[config.mk]
export PLATFORM = sky130hd
export DESIGN_NAME = msk_rcon_sched
export DESIGN_NICKNAME = d
export VERILOG_FILES = /design/src/rtl/msk_rcon_sched.sv
export SDC_FILE = /design/constraint.sdc
export NUM_CORES = 1
export LEC_CHECK = 0
export ABC_AREA = 1
export BUFFER_PORTS_ARGS = -buffer_cell sky130_fd_sc_hd__clkbuf_2
export CAP_MARGIN = 20
export CORE_MARGIN = 2
export CORE_UTILIZATION = 52
export CTS_BUF_LIST = sky130_fd_sc_hd__clkbuf_16
export CTS_CLUSTER_DIAMETER = 60
export DETAILED_ROUTE_END_ITERATION = 16
export PLACE_DENSITY = 0.81
export RECOVER_POWER = 100
export SYNTH_ARGS = -nofsm -noshare
export SYNTH_HDL_FRONTEND = slang
export SYNTH_SLANG_ARGS = --single-unit
[constraint.sdc]
create_clock -name clk -period 2.25 [get_ports clk]
set_input_delay 0.45 -clock clk [delete_from_list [all_inputs] [get_ports clk]]
set_output_delay 0.45 -clock clk [all_outputs]
set_load 0.1 [all_outputs]
[src/rtl/msk_rcon_sched.sv]
// rtl/msk_rcon_sched.sv - masked round-constant scheduler (share-0 constant add, LFSR constants, round count)
// Optional input bypass port enabled by defining MSKRCON_BYPASS_EN.
module msk_rcon_sched #(
   parameter int d = 2,
   parameter int count = 4,
   parameter int NROUNDS = 3,
   parameter logic [count-1:0] RCON_INIT = 4'b0001,
   parameter logic [count-1:0] RCON_POLY = 4'b0011,
   localparam int RW = $clog2(NROUNDS + 1)
) (
   input  logic                 clk,
   input  logic                 rst,
   input  logic                 start,
   input  logic                 in_valid,
   output logic                 in_ready,
   input  logic [count*d-1:0]   in_data,
`ifdef MSKRCON_BYPASS_EN
   input  logic                 in_bypass,
`endif
   output logic                 out_valid,
   input  logic                 out_ready,
   output logic [count*d-1:0]   out_data,
   output logic [RW-1:0]        round,
   output logic                 busy,
   output logic                 done
);

   typedef enum logic [1:0] {
      IDLE  = 2'd0,
      RUN   = 2'd1,
      DRAIN = 2'd2
   } state_t;

   localparam logic [RW-1:0] ROUND_MAX  = RW'(NROUNDS);
   localparam logic [RW-1:0] ROUND_LAST = RW'(NROUNDS - 1);

   state_t               state, state_next;
   logic [count-1:0]     rcon;
   logic [count-1:0]     rcon_next;
   logic [count*d-1:0]   xform;
   logic                 bypass;
   logic                 accept;
   logic                 step;

`ifdef MSKRCON_BYPASS_EN
   assign bypass = in_bypass;
`else
   assign bypass = 1'b0;
`endif

   assign in_ready = (state == RUN) & (~out_valid | out_ready);
   assign accept   = in_valid & in_ready;
   assign step     = accept & ~bypass;
   assign busy     = (state != IDLE);

   assign rcon_next = {rcon[count-2:0], 1'b0} ^ (rcon[count-1] ? RCON_POLY : '0);

   // Only share 0 of each bit sees the constant; other shares pass straight through.
   always_comb begin
      xform = in_data;
      if (!bypass) begin
         for (int i = 0; i < count; i++) begin
            xform[i*d] = in_data[i*d] ^ rcon[i];
         end
      end
   end

   always_comb begin
      state_next = state;
      case (state)
         IDLE:    if (start) state_next = RUN;
         RUN:     if (step && round == ROUND_LAST) state_next = DRAIN;
         DRAIN:   if (out_valid && out_ready) state_next = IDLE;
         default: state_next = IDLE;
      endcase
   end

   always_ff @(posedge clk) begin
      if (rst) begin
         state <= IDLE;
      end else begin
         state <= state_next;
      end
   end

   always_ff @(posedge clk) begin
      if (rst) begin
         rcon      <= RCON_INIT;
         round     <= '0;
         out_valid <= 1'b0;
         out_data  <= '0;
         done      <= 1'b0;
      end else begin
         done <= (state == DRAIN) & out_valid & out_ready;
         if (state == IDLE && start) begin
            rcon  <= RCON_INIT;
            round <= '0;
         end
         if (step) begin
            rcon <= rcon_next;
            if (round != ROUND_MAX) round <= round + 1'b1;
         end
         if (accept) begin
            out_valid <= 1'b1;
            out_data  <= xform;
         end else if (out_ready) begin
            out_valid <= 1'b0;
         end
      end
   end

endmodule

* Word-level counts from Yosys, hierarchy flattened
Cells that the tools add are included.
Storage, ports and cells: flip-flop bits (word level) 18, output and inout port bits 14, logic and storage cells 45
Operators by class: $add $sub $neg 1, eq/ne operators 7, mux-type cells 12, bitwise gates (word level) 11, reduce and logical (&&, ||, !) cells 8
Operators with widths (number):
- 2-to-1 mux 2 bit | 7
- 2-to-1 mux 4 bit | 2
- inequality test 2 bit, second input constant | 3
- one-hot mux 2 bit (3 select lines) | 1
- nonzero test 2 bit | 3
- AND 1 bit | 4
- == test 2 bit, second input constant | 2
- bitwise XOR 1 bit | 4
- bitwise XOR 4 x 2 -> 4 bit | 1
- logical AND 1 bit | 3
- AND reduction 3 bit | 1
- adder 2 x 1 -> 2 bit, second input constant | 1
- == test 2 x 1 -> 1 bit, second input constant | 1
- zero test 2 bit | 1
- 2-to-1 mux 1 bit | 2
- inequality test 2 x 1 -> 1 bit, second input constant | 1
- inverter 1 bit | 1
- bitwise OR 1 bit | 1

* Longest topological paths before layout
Gate-level depths: netlist (run 1).
depth after elaboration 7, mapped depth 6

* Worst setup path after synthesis (run 1)
Ideal clock, no wire load.
path type reg-to-output, start reg out_valid, end out in_ready, data arrival time 1.534 ns, required time 1.800 ns, setup slack 0.266 ns, stages on the path, launching flop included 5, path buffers 1, path through dfxtp_1 inv_1 nor2_1 nor2_4 buf_8
On the way: cells in the longest elaborated chain, start to end 3
Ends and longest elaborated chain:
- start, declared | RTL line 20 | output logic out_valid,
- start signal, assigned | RTL line 90 | out_valid <= 1'b0;
- start signal, assigned | RTL line 104 | out_valid <= 1'b1;
- start signal, assigned | RTL line 107 | out_valid <= 1'b0;
- inverter 1 bit | RTL line 51 | assign in_ready = (state == RUN) & (~out_valid | out_ready);
- bitwise OR 1 bit | RTL line 51
- AND 1 bit | RTL line 51
- end, declared | RTL line 15 | output logic in_ready,
No other way between the ends.

* Worst setup path in the final report (run 1)
start reg round[1], end out round[1]
RTL lines:
- start, declared | RTL line 23 | output logic [RW-1:0] round,
- start signal, assigned | RTL line 101 | if (round != ROUND_MAX) round <= round + 1'b1;
No word-level cell between the ends.

==> impl_metrics.csv, run 1 <==
group,metric,value,unit
critical_path,slowest_stage,"clkbuf_1",
global_route,gr-total-overflow,0,
synthesis,synth_seq_cells,18,
routing,drt-vias-per-instance,5.265,
cts,numCtsBuffers,3,
cts,cts_root_buf,"clkbuf_16",
critical_path,cp_cell_sequence,"clkbuf_1",
global_route,top_usage_layer,"met2",
sta,fin_hold_ws,446.7,ps
power_and_ir_drop,leakagePower,0.4299,nW
finish,mostFrequentLayoutCells,"nand2_1, dfxtp_1, nand3_1, clkbuf_1, clkbuf_2",
synthesis,netlist_area,848.3,sq um
sta,tns,0,ps
hold_path,hold_class,"in2reg",
critical_path,crit_buf_inv,1,
cts,clk_latency,250,ps
sta,period_needed,1954,ps
critical_path,crit_path_end_kind,"primary output",
finish,drive_above_1_share,16.79,%
floorplanning,core-area,1524,sq um
sta,worstMarginPinSlew,1165,ps
routing,route.detailed.wl_per_inst,11.20,um
global_route,use_met2,30.00,%
critical_path,critPathTopFamily,"buffers and inverters",
global_route,grt_pass1_wl,2677,um
synthesis,ys_warn_count,0,
routing,drt_first_pass_iters,4,
finish,regArea,360.3,sq um
critical_path,slowest_delay,880,ps
floorplanning,fp.dieH,44.39,um
global_route,gr-usage-met3,3.673,%
cts,post_cts_buffers,0,
synthesis,syn_area_per_cell,7.928,sq um
finish,multi_input_area,390.4,sq um
sta,worst_slew_margin_rel,22.66,%
finish,nFillCells,133,
synthesis,syn_inst,107,
floorplanning,num_rows,14,
hold_path,hold_depth,3,
floorplanning,fp.dieW,44.39,um
finish,syn2layout_area_growth,18.44,%
synthesis,seq_area_frac_synth,42.48,%
power_and_ir_drop,p_sw,0.0002757,W
routing,ant_nets,0,
sta,setup_violations,0,
critical_path,path_max_fanout,4,
sta,drv_slew,0,
critical_path,cp.arrival,1500,ps
routing,wl,1646,um
global_route,grt_max_degree,17,
routing,num_vias,774,
finish,nets,147,
power_and_ir_drop,intPower,0.0006031,W
power_and_ir_drop,p_comb_share,20.5,%
global_route,grt_use_total,18.88,%
global_route,met1_usage,21.99,%
power_and_ir_drop,swShare,31.38,%
finish,diodes,0,
critical_path,path_depth,1,
cts,cts_sinks,18,
sta,rsz0062_at_grt,"false",
floorplanning,start_util,55.67,%
critical_path,rr_worst_depth,5,
routing,drt_iter0_drc,10,
sta,max_freq,511.8,MHz
critical_path,required,1800,ps
power_and_ir_drop,power.clock.fraction,40.5,%
flow_run,maxCapViolations,0,
finish,final_common_cell,"nand2_1",
cts,ctsHoldBuffers,0,
synthesis,synth_nets,122,
power_and_ir_drop,pwr-share-seq,39.0,%
sta,period_share,86.84,%
critical_path,start_kind,"flip-flop",
global_route,grt_antenna_before_repair,0,
cts,tritoncts,"yes",
power_and_ir_drop,power_density,874.7,nW/um^2
floorplanning,ios,27,
finish,fin_cells,147,
cts,cts_max_level,1,
placed_design,dp_hpwl,1134,um
sta,skew,2.540,ps
critical_path,worstSetupPathType,"reg2out",
cts,ctsLongestPathBuffers,2,
floorplanning,fp.dieArea,1970,sq um
placed_design,dpl.cell_count,143,
sta,hold_viol_final,0,
synthesis,ys_types,25,
placed_design,port_buffers,26,
power_and_ir_drop,max-vdd-ir-drop,0.4642,mV
cts,cts_resized,0,
placed_design,place_congestion,0.7469,
cts,clk_pin_slew_worst_paths,50,ps
routing,remaining_drc_errors,0,
status,status,"complete, no violations",
global_route,grt_pass1_vias,662,
layout make-up:
type                            instances  share of cell area (%)
Timing Repair Buffer                   26                   11.58
Clock buffer                            3                   7.472
Tap cell                               16                   1.993
Inverter                               10                   3.861
Multi-Input combinational cell         73                   38.85
Sequential cell                        18                   35.87
Clock inverter                          1                  0.3736
flip-flops by register name, summed over array words and instances, names as in the netlist:
name       count
round          2
out_valid      1
state          2
out_data       8
done           1
rcon           4
worst paths after layout:
check | start | to | slack [ps]
max | round[1] | round[1] | 300
min reg2reg | out_data[5] | out_data[5] | 460
min | in_data[3] | out_data[3] | 450
max reg2reg | state[0] | rcon[0] | 760
synthesized netlist by cell type:
library cell	instances	area, sq um
buf_2	2	10.01
dfxtp_1	18	360.4
buf_8	1	15.01
nor2_2	1	6.260
clkinv_2	1	5.000
a31oi_1	1	6.260
clkbuf_2	1	5.000
inv_2	1	3.750
xor2_1	4	35.03
clkbuf_1	1	3.750
o21ai_2	1	8.760
nor2_4	1	11.26
ha_1	2	25.02
nor2_1	8	30.03
nand2_2	1	6.260
nor3_1	1	5.000
nand4_1	2	12.51
buf_6	1	11.26
a21oi_2	2	17.52
o211ai_1	1	7.510
inv_1	8	30.03
nand3_1	16	80.08
nand2_1	18	67.56
a21oi_1	11	55.05
nand3_2	3	30.03
metrics by stage:
| step | setup WS, ps | utilization [%] | power [W] | instance area [sq um] |
|---|---|---|---|---|
| 2_1_floorplan | 265.9 | - | 0.0005080 | 848.3 |
| 3_3_place_gp | 554.4 | 62.73 | 0.0005322 | 955.9 |
| 3_5_place_dp | 538.7 | 62.73 | 0.0005349 | 955.9 |
| 4_1_cts | 394.7 | 67.90 | 0.0008931 | 1035 |
| 5_1_grt | 237.4 | 65.93 | 0.0009101 | 1005 |
| 6_report | 296.0 | 65.93 | 0.0008788 | 1005 |
power by group through the flow:
stage          clock network (W)  registers (W)   logic, W
2_1_floorplan                  0       0.000415  0.0000927
3_3_place_gp                   0       0.000349   0.000184
3_5_place_dp                   0       0.000349   0.000186
4_1_cts                 0.000364       0.000343   0.000186
5_1_grt                 0.000375       0.000344   0.000192
6_report                0.000356       0.000342   0.000180
layer usage:
metal / vias up / routed length (um)
li1: 400 / -
met1: 341 / 731
met2: 25 / 766
met3: 8 / 89
met4: 0 / 60
met5: - / 0
tightest hold or removal path: stages:
cell and delay (ps):
clkbuf_2 80, nand3_1 70, a21oi_1 50
cells by family after synthesis:
| logic type | after synthesis | synth area share (%) |
|---|---|---|
| buf+inv | 16 | 9.880 |
| fa+ha+maj | 2 | 2.949 |
| simple gates | 51 | 29.35 |
| flops | 18 | 42.48 |
| compound gates | 16 | 11.21 |
| xor+xnor | 4 | 4.129 |
(Power assumes the default switching activity.)
==> run 2, diff against run 1 <==
ABC_CLOCK_PERIOD_IN_PS = 2250   (was unset)
RECOVER_POWER = unset   (was 100)
==> run 2 against run 1 <==
Combinational power rose by 3%; via count fell by 0.65%; utilization rose by 2.0 points; hold slack got worse by 0.82 ps; maximum frequency rose by 5.5%; power rose by 0.62%; critical path type unchanged; non-clock buffer count did not move.
==> impl_metrics.csv, run 2 (synthesis gave the netlist of run 1 again) <==
group,metric,value,unit
critical_path,required,1800,ps
floorplanning,ios,27,
placed_design,dpl.cell_count,143,
finish,multi_input_area,404.1,sq um
floorplanning,fp.dieArea,1970,sq um
cts,numCtsBuffers,3,
placed_design,dp_hpwl,1134,um
finish,final_common_cell,"clkbuf_2",
critical_path,cp.arrival,1400,ps
cts,ctsLongestPathBuffers,2,
cts,ctsHoldBuffers,0,
flow_run,maxCapViolations,0,
sta,tns,0,ps
cts,tritoncts,"yes",
routing,route.detailed.wl_per_inst,11.19,um
global_route,grt_pass1_vias,662,
finish,nFillCells,120,
critical_path,rr_worst_depth,5,
cts,cts_max_level,1,
sta,drv_slew,0,
sta,period_needed,1852,ps
global_route,grt_pass1_wl,2677,um
sta,worst_slew_margin_rel,64.10,%
critical_path,slowest_delay,360,ps
routing,wl,1645,um
routing,num_vias,769,
sta,rsz0062_at_grt,"false",
floorplanning,start_util,55.67,%
finish,mostFrequentLayoutCells,"clkbuf_2, nand2_1, dfxtp_1, nand3_1, a21oi_1",
placed_design,place_congestion,0.7469,
power_and_ir_drop,power_density,854.6,nW/um^2
routing,drt_iter0_drc,16,
critical_path,crit_buf_inv,2,
routing,drt_first_pass_iters,4,
cts,cts_root_buf,"clkbuf_16",
sta,setup_violations,0,
critical_path,start_kind,"flip-flop",
hold_path,hold_class,"in2reg",
routing,remaining_drc_errors,0,
finish,syn2layout_area_growth,21.98,%
critical_path,r2r_slack,1020,ps
floorplanning,fp.dieH,44.39,um
placed_design,port_buffers,26,
cts,clk_latency,250,ps
finish,regArea,360.3,sq um
cts,cts_sinks,18,
finish,nets,147,
finish,drive_above_1_share,30.53,%
finish,diodes,0,
cts,post_cts_buffers,0,
sta,max_freq,539.9,MHz
floorplanning,core-area,1524,sq um
global_route,grt_max_degree,17,
power_and_ir_drop,max-vdd-ir-drop,0.4639,mV
global_route,grt_use_total,18.88,%
global_route,grt_antenna_before_repair,0,
finish,regMostFlops,"out_data",
routing,ant_nets,0,
sta,worstMarginPinSlew,540.8,ps
sta,period_share,82.31,%
cts,cts_resized,0,
critical_path,worstSetupPathType,"reg2out",
critical_path,crit_path_end_kind,"primary output",
finish,largest_reg_flops,8,
critical_path,path_max_fanout,14,
hold_path,hold_depth,3,
critical_path,critPathTopFamily,"buffers and inverters",
critical_path,slowest_stage,"buf_4",
cts,clk_pin_slew_worst_paths,50,ps
status,status,"complete, no violations",
floorplanning,num_rows,14,
finish,fin_cells,147,
power_and_ir_drop,leakagePower,0.4771,nW
global_route,gr-total-overflow,0,
sta,skew,2.450,ps
floorplanning,fp.dieW,44.39,um
critical_path,path_depth,4,
routing,drt-vias-per-instance,5.231,
critical_path,cp_cell_sequence,"clkinv_2, nand2_2, nor2_4, buf_4",
sta,hold_viol_final,0,
finish,reg.largest.list,"out_data x8, rcon x4",
==> run 2: worst min-delay path: cells and delay by family <==
family | cells | cell delay, ps
compound gates | 1 | 50
simple gates | 1 | 70
buf+inv | 1 | 80
==> run 2: layer usage <==
metal / track usage (%) / wire length, um
met5: 0 / 0
met4: 15.15 / 60
met3: 3.673 / 62
met2: 30.00 / 767
met1: 21.99 / 754
==> run 2: worst paths after layout <==
check / from / to
min: in_data[3] / out_data[3]
min reg2reg: out_data[5] / out_data[5]
max reg2reg: state[0] / rcon[0]
max: state[1] / in_ready
==> run 2: power by group <==
part,internal [W],switching (W),total (W)
Sequential,0.000333,0.0000103,0.000343
Clock,0.000236,0.000120,0.000356
Combinational,0.0000381,0.000147,0.000185
Total,0.000607,0.000277,0.000884
==> run 2: layout make-up <==
class                   count  share of cell area (%)
clock inverters             1                  0.3628
inverters                  10                   3.748
repair buffers             26                   12.82
clock buffers               3                   7.255
multi-input cells          73                   39.06
well taps                  16                   1.935
flip-flops and latches     18                   34.82
==> run 2: per-stage QoR <==
step	cell area (sq um)	hold WS [ps]	power [W]	utilization, %	worst slack, ps
floorplan	848.3	455.9	0.0005080	-	265.9
global placement	955.9	451.0	0.0005322	62.73	554.4
detailed placement	955.9	455.5	0.0005349	62.73	538.7
CTS	1035	447.9	0.0008931	67.90	394.7
global route	1035	480.2	0.0009162	67.90	334.0
finish	1035	445.9	0.0008843	67.90	397.9
